===== src/rtl/fu_wb_arbiter_pkg.sv =====
// Shared constants for the functional-unit writeback arbiter.
// FU indices, widths and the per-FU holding slot layout.
package fu_wb_arbiter_pkg;

  localparam int NFU = 5;
  localparam int DW  = 32;
  localparam int AW  = 5;
  localparam int SW  = 3;

  localparam int FU_ALU  = 0;
  localparam int FU_MEM  = 1;
  localparam int FU_MUL  = 2;
  localparam int FU_DIV  = 3;
  localparam int FU_JUMP = 4;

endpackage


===== src/rtl/fu_wb_arbiter_if.sv =====
// FU result bus and register-file writeback bus.
// master = FU/issue side, slave = arbiter.
interface fu_wb_arbiter_if
  import fu_wb_arbiter_pkg::*;
#(
  parameter int NFU = fu_wb_arbiter_pkg::NFU
);

  logic [NFU-1:0]    fu_finish;
  logic [NFU*DW-1:0] fu_res;
  logic [NFU*AW-1:0] fu_rd;
  logic [NFU-1:0]    fu_we;
  logic [NFU-1:0]    fu_full;
  logic              wb_en;
  logic [AW-1:0]     wb_addr;
  logic [DW-1:0]     wb_data;
  logic [SW-1:0]     wb_src;
  logic              ovf_err;

  modport master (
    output fu_finish, fu_res, fu_rd, fu_we,
    input  fu_full, wb_en, wb_addr,
    input  wb_data, wb_src, ovf_err
  );

  modport slave (
    input  fu_finish, fu_res, fu_rd, fu_we,
    output fu_full, wb_en, wb_addr,
    output wb_data, wb_src, ovf_err
  );

endinterface


===== src/rtl/fu_wb_arbiter_picker.sv =====
// Round-robin picker: lowest request at or above ptr,
// else lowest request overall.
module rr_picker #(
  parameter int N = 5,
  parameter int W = 3
) (
  input  logic [N-1:0] req,
  input  logic [W-1:0] ptr,
  output logic [N-1:0] gnt,
  output logic [W-1:0] idx,
  output logic         any
);

  logic [N-1:0] hi;
  logic [N-1:0] sel;

  always_comb begin
    hi  = '0;
    for (int i = 0; i < N; i++)
      hi[i] = req[i] && (i >= int'(ptr));
    sel = (|hi) ? hi : req;
    gnt = '0;
    idx = '0;
    // descending scan so the lowest set bit wins
    for (int i = N - 1; i >= 0; i--) begin
      if (sel[i]) begin
        gnt    = '0;
        gnt[i] = 1'b1;
        idx    = W'(i);
      end
    end
    any = |req;
  end

endmodule


===== src/rtl/fu_wb_arbiter.sv =====
// Writeback arbiter: one holding slot per FU, round-robin
// grant into registered register-file write port.
module fu_wb_arbiter
  import fu_wb_arbiter_pkg::*;
#(
  parameter int NFU = fu_wb_arbiter_pkg::NFU
) (
  input logic        clk,
  input logic        rst,
  fu_wb_arbiter_if.slave bus
);

  logic [NFU-1:0] vld;
  logic [DW-1:0]  data_q [NFU];
  logic [AW-1:0]  rd_q   [NFU];
  logic [SW-1:0]  last_q;
  logic [SW-1:0]  ptr;

  logic [DW-1:0]  res    [NFU];
  logic [AW-1:0]  rd_in  [NFU];
  logic [NFU-1:0] cap;
  logic [NFU-1:0] load;
  logic [NFU-1:0] gnt;
  logic [SW-1:0]  gidx;
  logic           any;
  logic           drop;

  always_comb begin
    for (int i = 0; i < NFU; i++) begin
      res[i]   = bus.fu_res[i*DW +: DW];
      rd_in[i] = bus.fu_rd[i*AW +: AW];
      cap[i]   = bus.fu_finish[i] & bus.fu_we[i]
               & (rd_in[i] != '0);
    end
  end

  assign ptr = (last_q == SW'(NFU - 1)) ? '0
             : last_q + 1'b1;

  rr_picker #(
    .N (NFU),
    .W (SW)
  ) u_pick (
    .req (vld),
    .ptr (ptr),
    .gnt (gnt),
    .idx (gidx),
    .any (any)
  );

  // a slot being drained this cycle can accept a new result
  assign load        = cap & (~vld | gnt);
  assign drop        = |(cap & vld & ~gnt);
  assign bus.fu_full = vld & ~gnt;

  always_ff @(posedge clk) begin
    for (int i = 0; i < NFU; i++) begin
      if (load[i]) begin
        data_q[i] <= res[i];
        rd_q[i]   <= rd_in[i];
      end
    end
  end

  always_ff @(posedge clk) begin
    if (rst) begin
      vld         <= '0;
      last_q      <= SW'(NFU - 1);
      bus.wb_en   <= 1'b0;
      bus.wb_addr <= '0;
      bus.wb_data <= '0;
      bus.wb_src  <= '0;
      bus.ovf_err <= 1'b0;
    end else begin
      vld       <= (vld & ~gnt) | load;
      bus.wb_en <= any;
      if (any) begin
        last_q      <= gidx;
        bus.wb_addr <= rd_q[gidx];
        bus.wb_data <= data_q[gidx];
        bus.wb_src  <= gidx;
      end
      if (drop)
        bus.ovf_err <= 1'b1;
    end
  end

endmodule


===== src/flat_wrapper.sv =====
// flat-port wrapper written by rule: the top's interface ports become plain ports
module fu_wb_arbiter_flat import fu_wb_arbiter_pkg::*;
#(
  parameter int NFU = fu_wb_arbiter_pkg::NFU
)
  (clk, rst, bus_fu_finish, bus_fu_res, bus_fu_rd, bus_fu_we, bus_fu_full, bus_wb_en, bus_wb_addr, bus_wb_data, bus_wb_src, bus_ovf_err);
  fu_wb_arbiter_if #(.NFU(NFU)) bus_i ();
  input logic clk;
  input logic rst;
  input wire logic [$bits(bus_i.fu_finish)-1:0] bus_fu_finish;
  input wire logic [$bits(bus_i.fu_res)-1:0] bus_fu_res;
  input wire logic [$bits(bus_i.fu_rd)-1:0] bus_fu_rd;
  input wire logic [$bits(bus_i.fu_we)-1:0] bus_fu_we;
  output wire logic [$bits(bus_i.fu_full)-1:0] bus_fu_full;
  output wire logic [$bits(bus_i.wb_en)-1:0] bus_wb_en;
  output wire logic [$bits(bus_i.wb_addr)-1:0] bus_wb_addr;
  output wire logic [$bits(bus_i.wb_data)-1:0] bus_wb_data;
  output wire logic [$bits(bus_i.wb_src)-1:0] bus_wb_src;
  output wire logic [$bits(bus_i.ovf_err)-1:0] bus_ovf_err;
  assign bus_i.fu_finish = bus_fu_finish;
  assign bus_i.fu_res = bus_fu_res;
  assign bus_i.fu_rd = bus_fu_rd;
  assign bus_i.fu_we = bus_fu_we;
  assign bus_fu_full = bus_i.fu_full;
  assign bus_wb_en = bus_i.wb_en;
  assign bus_wb_addr = bus_i.wb_addr;
  assign bus_wb_data = bus_i.wb_data;
  assign bus_wb_src = bus_i.wb_src;
  assign bus_ovf_err = bus_i.ovf_err;
  fu_wb_arbiter #(.NFU(NFU)) u_core (.clk(clk), .rst(rst), .bus(bus_i));
endmodule

===== config.mk =====
export PLATFORM = sky130hd
export DESIGN_NAME = fu_wb_arbiter_flat
export DESIGN_NICKNAME = d
export VERILOG_FILES = /design/src/rtl/fu_wb_arbiter_pkg.sv /design/src/rtl/fu_wb_arbiter_if.sv /design/src/rtl/fu_wb_arbiter_picker.sv /design/src/rtl/fu_wb_arbiter.sv /design/src/flat_wrapper.sv
export SDC_FILE = /design/constraint.sdc
export NUM_CORES = 1
export LEC_CHECK = 0
export CAP_MARGIN = 20
export CELL_PAD_IN_SITES_DETAIL_PLACEMENT = 2
export CELL_PAD_IN_SITES_GLOBAL_PLACEMENT = 2
export CORE_AREA = 4 4 169 171
export DETAILED_ROUTE_END_ITERATION = 8
export DIE_AREA = 0 0 173 175
export HOLD_SLACK_MARGIN = 0.06
export PLACE_DENSITY_LB_ADDON = 0.1
export SYNTH_ARGS = -nofsm -noshare
export SYNTH_HDL_FRONTEND = slang
export SYNTH_SLANG_ARGS = --single-unit

===== constraint.sdc =====
create_clock -name clk -period 8.04 [get_ports clk]
set_input_delay 1.608 -clock clk [delete_from_list [all_inputs] [get_ports clk]]
set_output_delay 1.608 -clock clk [all_outputs]
set_load 0.02 [all_outputs]

### Yosys cells after proc, flatten, opt, wreduce, memory -nomap -nowiden

Memories as Yosys holds them, arrays and structs flattened. A register that Yosys moved wholly into a read port is not among the register bits.
Cells that the tools add are included.

* register bits after elaboration: 13
* RAM bits: 185
* input bits: 197
* output and inout bits: 47
* word-level logic and storage cells: 67
* memories kept: 2

Memories
* u_core.data_q: depth 5, bits a word 32, rd ports 1, clocked after Yosys merged registers in 1, wr ports 5, RTL line fu_wb_arbiter.sv:14 `logic [DW-1:0] data_q [NFU];`
* u_core.rd_q: depth 5, bits a word 5, rd ports 1, clocked after Yosys merged registers in 1, wr ports 5, RTL line fu_wb_arbiter.sv:15 `logic [AW-1:0] rd_q [NFU];`

* $add $sub $neg: 1
* $lt $le $gt $ge: 5
* equality and inequality tests: 1
* mux-type cells: 22
* bitwise gates (word level): 18
* reductions and logical operators: 13

Operator list (number)
* $mux 5: 6
* $reduce_bool 5->1: 5
* $and 5x5->5: 4
* $mux 3: 6
* $reduce_or 5->1: 3
* $and 1x1->1: 10
* $mux 1: 10
* $not 5->5: 2
* $or 5x5->5: 2
* $ge 1x3->1 const A: 2
* $ge 2x3->1 const A: 2
* $logic_and 1x1->1: 5
* $add 3x1->3 const B: 1
* $eq 3x3->1 const B: 1
* $ge 3x3->1 const A: 1

### Logic depth before layout (Yosys ltp)

Gate-level depths: netlist of run 1.

* depth after elaboration: 15
* depth in mapped cells: 12
* gate-level depth less buffers: 9

### By module

From an unflattened synthesis of run 1, not the netlist that was laid out.

* cell total of the unflattened synthesis: 495
* area, all modules: 8861.0 sq um

By module, submodules not included
* fu_wb_arbiter: instances 1, cells an instance 461, area an instance 8610.8 sq um, sequential area each 6516.2 sq um
* rr_picker: instances 1, cells an instance 34, area an instance 250.2 sq um, sequential area each 0.0 sq um

### Least setup slack after synthesis of run 1

OpenSTA, ideal clock, no wires.

* kind: register -> register
* from: register u_core.last_q[0]
* to: memory u_core.data_q[0][0] (enable)
* library setup time: 0.431 ns
* arrival time: 3.609 ns
* data required time: 7.609 ns
* path slack: 4.000 ns
* stages on the path, launching flop included: 9
* path buffers: 0
* period minus slack after synthesis: 4.040 ns
* cell sequence: dfxtp_1 -> inv_1 -> ha_1 -> a21o_1 -> o21ai_0 -> a21oi_1 -> o311ai_0 -> inv_1 -> nor2_1

RTL lines
* from (decl): RTL line fu_wb_arbiter.sv:16 `logic [SW-1:0] last_q;`
* from (signal assigned): RTL line fu_wb_arbiter.sv:68 `last_q <= SW'(NFU - 1);`
* from (signal assigned): RTL line fu_wb_arbiter.sv:78 `last_q <= gidx;`
* to (decl): RTL line fu_wb_arbiter.sv:14

### Worst setup path in the final report of run 1

* from: register u_core.last_q[0]
* to: output bus_fu_full[3]

* longest elaborated chain between the ends: 12
* elaborated cells between the ends (all ways): 21
* classes of those cells: 1 x add/sub; 5 x order compare; 1 x eq/ne; 6 x mux; 2 x bitwise; 6 x reduce/logical

Ends and longest elaborated chain
* $add 3x1->3 / $eq 3x3->1 (equally long branches): RTL line fu_wb_arbiter.sv:38, fu_wb_arbiter.sv:37
* $mux 3 (*): RTL line fu_wb_arbiter.sv:37 `assign ptr = (last_q == SW'(NFU - 1)) ? '0`
* $ge 1x3->1, or another cell as far along: RTL line fu_wb_arbiter_picker.sv:20 `hi[i] = req[i] && (i >= int'(ptr));`
* $logic_and 1x1->1: RTL line fu_wb_arbiter_picker.sv:20
* $reduce_or 5->1: RTL line fu_wb_arbiter_picker.sv:21 `sel = (|hi) ? hi : req;`
* $mux 5 (*): RTL line fu_wb_arbiter_picker.sv:21
* $mux 5 (3 in series): RTL line fu_wb_arbiter_picker.sv:26 `if (sel[i]) begin`
* $mux 5 (*): RTL line fu_wb_arbiter_picker.sv:26
* $not 5->5 (*): RTL line fu_wb_arbiter.sv:54 `assign bus.fu_full = vld & ~gnt;`
* $and 5x5->5 (*): RTL line fu_wb_arbiter.sv:54
* to (decl): RTL line flat_wrapper.sv:14 `output wire logic [$bits(bus_i.fu_full)-1:0] bus_fu_full;`

Mark *: on every way between the ends. The rest lies on a longest branch, timed or not.

==> run_results.csv, run 1 <==
group,metric,value,unit
clocking,clock_latency,0.52,ns
outcome,status,"completed",
logic_synthesis,ys_warn_count,0,
power_and_ir_drop,power.internal,2.31,mW
die,core,26900,um^2
power_and_ir_drop,combPwrFrac,0.198,
logic_synthesis,synth.yosys.seq_area_share,0.700,
timing,post-route-min-period,5.25,ns
clocking,cts_htree_levels,1,
die,die_h,175,um
drt,viasPerCell,5.37,
timing,skew,0.00839,ns
drt,drt_iter0_markers,412,
final_layout,drive_gt1_frac,0.117,
power_and_ir_drop,p_sw_frac,0.272,
global_route,grt_pass1_wl,48.9,mm
setup_path,worst_ep_arrival_time,3.64,ns
setup_path,slowest_delay,0.77,ns
final_layout,final-instance-count-excl-fill,1249,
clocking,cts_buffer_depth,3,
setup_path,crit_end,"bus_fu_full[3]",
logic_synthesis,syn_inst,647,
power_and_ir_drop,powerDensity,246,nW/um^2
final_layout,area_growth,38.9,%
global_route,grt_use_met2,0.385,
place,place_congestion,0.860,
clocking,cts_root_buf,"clkbuf_16",
timing,hold_violations,0,
timing,setup_viol,0,
place,port_buffers,243,
setup_path,start_kind,"flip-flop",
setup_path,crit_path_start,"u_core.last_q[0]",
drt,drc,0,
clocking,cts_hold_buf,0,
timing,max_freq,0.190,GHz
logic_synthesis,synth_area_per_cell,14.4,um^2
global_route,met1_usage,0.255,
setup_path,r2r_slack,4.17,ns
die,num_io_pins,244,
die,start_util,0.346,
drt,ant_nets,0,
logic_synthesis,synth_fp_nets,847,
clocking,post-cts-setup-buffer-count,0,
hold_path,holdCritPathClass,"reg -> reg",
power_and_ir_drop,power_frac_seq,0.453,
global_route,antenna_found_initial,3,
setup_path,regToRegEndpoint,"u_core.bus.wb_data[1]",
drt,wirelength,32.8,mm
timing,max_slew_margin,0.315,
global_route,top_usage_layer,"met2",
setup_path,critical_path_class,"reg -> out",
timing,finalSetupTns,0,ns
global_route,grt_max_degree,49,
power_and_ir_drop,net-switching-power,0.864,mW
global_route,gr-usage-met3,0.0431,
setup_path,reg2regPathDepth,10,
timing,rsz0062_at_grt,"false",
drt,wire_per_inst,26.3,um
drt,first_pass_iters,4,
power_and_ir_drop,power_leakage,4.36,nW
global_route,track_usage,0.210,
place,dp_hpwl,22.4,mm
clocking,cts.sinks,233,
power_and_ir_drop,total_power,3.18,mW
timing,tightest_slew,1.02,ns
setup_path,cp_slowest_cell,"clkdlybuf4s50_1",
clocking,clkTransAtPathRegs,0.06,ns
clocking,cts_made_buffers,26,
place,placed_cells,1200,
global_route,gr-total-overflow,0,
drt,vias,6711,
logic_synthesis,ys_ff_latch,233,
logic_synthesis,synth_area,9310,um^2
setup_path,path_cells,"inv_1, ha_1, or3_4, nor2_2, o22ai_1, a21boi_0, clkdlybuf4s50_1",
setup_path,cp_max_fo,8,
job,maxCapViolCount,0,
logic_synthesis,yosysUniqueCellTypes,50,
setup_path,r2r_start,"u_core.last_q[0]",
global_route,grt_pass1_vias,7732,
logic_synthesis,ys_async_sr_fraction,0,
die,die_w,173,um
clocking,cts_resized,0,
power_and_ir_drop,vdd_drop_max,0.139,mV
final_layout,final_nets,1087,
die,rows,60,
timing,slew_violations,0,
die,die_area,30300,um^2
timing,fin_crit_sh,0.653,
logic_synthesis,synthFlopType,"edfxtp_1",
clocking,tritoncts,"yes",
setup_path,required,6.43,ns
setup_path,cp-end-kind,"output port",
logic_synthesis,synth_edf_count,185,
power_and_ir_drop,p_clk_frac,0.350,
-- synth_stat cells (all sizes together), types with 2 or more instances --
master,n,area (um^2)
edfxtp,185,5560
o211ai,59,443
dfxtp,48,961
nor2,45,174
a211oi,38,290
a21oi,36,184
inv,35,131
mux2,26,293
o2111ai,26,228
buf,24,144
clkbuf,23,86.3
and2,14,87.6
o22ai,13,87.6
nand2,12,45.0
a2111oi,11,160
mux2i,11,110
o21ai,5,25.0
or4,5,37.5
ha,3,37.5
nor3,3,15.0
a21boi,2,15.0
a221oi,2,17.5
nand2b,2,12.5
nor2b,2,15.0
o21a,2,15.0
or3,2,17.5
-- stage by stage --
| stage | instance area [um^2] | hold WS (ns) | utilization | setup slack (ns) |
|---|---|---|---|---|
| final | 12900 | 0.505 | 0.481 | 2.79 |
| after global placement | 12100 | 0.480 | 0.450 | 3.54 |
| after detailed placement | 12100 | 0.500 | 0.452 | 3.42 |
| after global routing | 12900 | 0.533 | 0.481 | 2.56 |
| after CTS | 12900 | 0.508 | 0.481 | 2.75 |
| after floorplan | 9310 | 0.466 | - | 4.00 |
-- per-layer routing --
layer / routed length, um / up-vias
met1: 13400 / 3432
li1: - / 3034
met5: 20 / -
met2: 17100 / 208
met4: 585 / 2
met3: 1740 / 35
-- sequential cells by signal, indices dropped and copies added, names as in the netlist --
register and flops:
u_core.bus.wb_addr 5, u_core.bus.wb_data 32, u_core.last_q 3, u_core.data_q 160, u_core.rd_q 25, u_core.bus.wb_src 1
u_core.vld 5, u_core.bus.ovf_err 1, u_core.bus.wb_en 1
-- kinds of logic after synthesis --
logic type | share of synthesized area
AOI/OAI and AO/OA | 0.165
adders and majority gates | 0.00403
buffers and inverters | 0.0388
DFF | 0.700
muxes | 0.0433
and+or+nand+nor | 0.0486
-- layout by cell type (no fill, tap or decap), drive strengths merged, types with 2 or more instances in the layout --
cell,instances
edfxtp,185
clkbuf,41
o21ai,5
a221oi,2
a211oi,38
or4,5
nor3,3
a2111oi,11
a21oi,36
inv,35
ha,3
o211ai,59
and2,14
nand2b,2
nor2b,2
o22ai,13
clkdlybuf4s50,242
a21boi,2
nor2,45
diode,2
or3,2
buf,17
clkinv,6
nand2,12
o21a,2
mux2,26
o2111ai,26
dfxtp,48
mux2i,11
-- power groups by stage --
stage | clock network [mW] | registers [mW] | logic [mW]
finish | 1.11 | 1.44 | 0.629
global route | 1.20 | 1.44 | 0.676
CTS | 1.14 | 1.44 | 0.635
detailed placement | 0 | 1.46 | 0.628
global placement | 0 | 1.46 | 0.601
floorplan | 0 | 1.49 | 0.287
-- worst min path at each step --
stage	slack, ns	from	end	cells after the start
6_report	0.51	u_core.bus.wb_data[6]	u_core.bus.wb_data[6]	2
5_1_grt	0.53	u_core.bus.wb_data[0]	u_core.bus.wb_data[0]	2
4_1_cts	0.51	u_core.bus.wb_data[6]	u_core.bus.wb_data[6]	2
3_5_place_dp	0.50	u_core.last_q[1]	u_core.last_q[1]	2
3_3_place_gp	0.48	u_core.last_q[1]	u_core.last_q[1]	2
2_1_floorplan	0.47	u_core.last_q[1]	u_core.last_q[1]	2
-- worst max-delay path, delay by kind of cell (launching register included) --
kind	cells	cell delay, ns
compound gates	2	0.75
fa+ha+maj	1	0.40
buf+inv	2	0.85
flops	1	0.50
simple gates	2	0.63
-- layout make-up --
cell class / count / area [um^2]
clock buffer: 41 / 758
antenna: 2 / 5.00
clock inverter: 6 / 31.3
timing repair buffer: 259 / 2570
multi-input combinational: 332 / 2490
tap: 341 / 427
sequential: 233 / 6520
inverter: 35 / 131
fill: 2604 / 13900
Power figures use the tool's default switching activity.
==> run 2: changes to the inputs <==
CORE_AREA = 4 4 182 184   (was 4 4 169 171)
DIE_AREA = 0 0 186 188   (was 0 0 173 175)
clock period = 4.57 ns   (was 8.04 ns; I/O delays follow)
==> run_results.csv, run 2 (synthesized netlist as in run 1, its figures left out) <==
group,metric,value,unit
place,placed_cells,1263,
die,start_util,0.297,
final_layout,largest_register_ffs,160,
timing,tightest_slew,0.952,ns
drt,wirelength,31.7,mm
setup_path,cp_num_buf_inv,2,
drt,wl_met2,15.5,mm
final_layout,final_common_cell,"clkdlybuf4s50_1",
drt,vias,6588,
drt,ant_nets,0,
die,core,31400,um^2
timing,finalSetupTns,0,ns
die,rows,65,
power_and_ir_drop,vdd_drop_max,0.244,mV
drt,drc,0,
final_layout,drive_gt1_frac,0.125,
setup_path,cp_max_fo,8,
die,die_area,35000,um^2
setup_path,r2r_start,"u_core.last_q[0]",
setup_path,critical_path_class,"reg -> out",
die,num_io_pins,244,
power_and_ir_drop,total_power,5.74,mW
clocking,cts_htree_levels,1,
timing,holdWs,0.505,ns
place,place_congestion,0.811,
place,port_buffers,243,
global_route,grt_max_degree,49,
clocking,cts_made_buffers,27,
place,placed_cell_area,12200,um^2
global_route,grt_pass1_wl,47.2,mm
die,die_h,188,um
timing,max_slew_margin,0.363,
timing,slew_violations,0,
timing,max_freq,0.232,GHz
setup_path,required,3.66,ns
drt,drt_iter0_markers,296,
global_route,antenna_found_initial,2,
final_layout,final_nets,1090,
final_layout,stdcell_area,13100,um^2
job,maxCapViolCount,0,
drt,dr.max_layer_used,"met5",
clocking,clkTransAtPathRegs,0.06,ns
clocking,cts_buffer_depth,3,
power_and_ir_drop,powerDensity,438,nW/um^2
clocking,cts_root_buf,"clkbuf_16",
drt,wire_per_inst,24.2,um
timing,setup_viol,0,
drt,wl_met1,13.9,mm
drt,first_pass_iters,4,
clocking,tritoncts,"yes",
setup_path,path_cells,"inv_1, ha_1, or3_4, nor2_2, o22ai_1, a21boi_1, clkdlybuf4s50_1",
timing,rsz0062_at_grt,"false",
setup_path,start_kind,"flip-flop",
clocking,cts_hold_buf,0,
timing,hold_violations,0,
place,dp_hpwl,22.5,mm
drt,viasPerCell,5.02,
final_layout,largest_register,"u_core.data_q",
global_route,track_usage,0.177,
setup_path,cp_slowest_cell,"clkdlybuf4s50_1",
clocking,cts.sinks,233,
hold_path,hold_start,"u_core.bus.wb_data[0]",
setup_path,worst_ep_arrival_time,3.40,ns
global_route,gr-total-overflow,0,
setup_path,crit_path_start,"u_core.last_q[0]",
final_layout,area_growth,41.0,%
hold_path,holdCritPathClass,"reg -> reg",
outcome,status,"completed",
timing,post-route-min-period,4.31,ns
timing,fin_crit_sh,0.943,
final_layout,final-instance-count-excl-fill,1312,
clocking,post-cts-setup-buffer-count,0,
setup_path,path_delay_family,"buffers and inverters",
timing,skew,0.0125,ns
drt,met3_length,1.65,mm
die,die_w,186,um
global_route,grt_pass1_vias,7678,
final_layout,layout_common_cells,"clkdlybuf4s50_1, edfxtp_1, o211ai_1",
clocking,clock_latency,0.53,ns
setup_path,slowest_delay,0.71,ns
final_layout,reg_top3,"u_core.data_q: 160 flops, u_core.bus.wb_data: 32 flops, u_core.rd_q: 25 flops",
setup_path,cp-end-kind,"output port",
power_and_ir_drop,power_leakage,4.41,nW
==> run 2: path summary, 6_finish.rpt <==
path	slack, ns	endpoint	cells past startpoint
worst max-delay path	0.26	bus_fu_full[3]	7
worst min-delay path	0.51	u_core.bus.wb_data[0]	2
worst max register to register	0.94	u_core.bus.wb_addr[4]	10
worst min register to register	0.51	u_core.bus.wb_data[0]	2
==> run 2: final cells by class <==
| type | count | area [um^2] |
|---|---|---|
| antenna | 1 | 2.50 |
| clock buffer | 38 | 737 |
| clock inverter | 10 | 124 |
| fill | 3111 | 18300 |
| inverter | 35 | 131 |
| multi-input combinational | 332 | 2520 |
| sequential | 233 | 6520 |
| tap | 402 | 503 |
| timing repair buffer | 261 | 2590 |
==> run 2: through the flow <==
stage	setup slack [ns]	util
floorplan	0.530	-
finish	0.260	0.418
global placement	0.748	0.390
CTS	0.0222	0.417
global route	0.0364	0.418
detailed placement	0.558	0.390
==> run 2: routing by layer <==
layer | GRT usage | vias to the layer above
met5 | 0 | -
met4 | 0.0390 | 4
met3 | 0.0355 | 49
met2 | 0.300 | 185
met1 | 0.233 | 3319
li1 | - | 3031
==> run 2: worst min-delay path: cells and delay by family, from the launching register on <==
kind,cells,cell delay [ns]
AO/OA/AOI/OAI,1,0.05
flip-flops,1,0.31
AND/OR/NAND/NOR,1,0.10
==> run 2: where the power goes <==
group          total, mW  internal (mW)  switching (mW)
combinational       1.10          0.491           0.611
sequential          2.53           2.45          0.0747
clock               2.11           1.28           0.832
total               5.74           4.23            1.52
==> run 2: what timing repair did <==
action | 4_1_cts | 5_1_grt
endpoints found under the hold margin | 0 | 0
endpoints found under the setup margin | 1 | 4
gates resized for setup | 1 | 5
pin swaps | 0 | 0
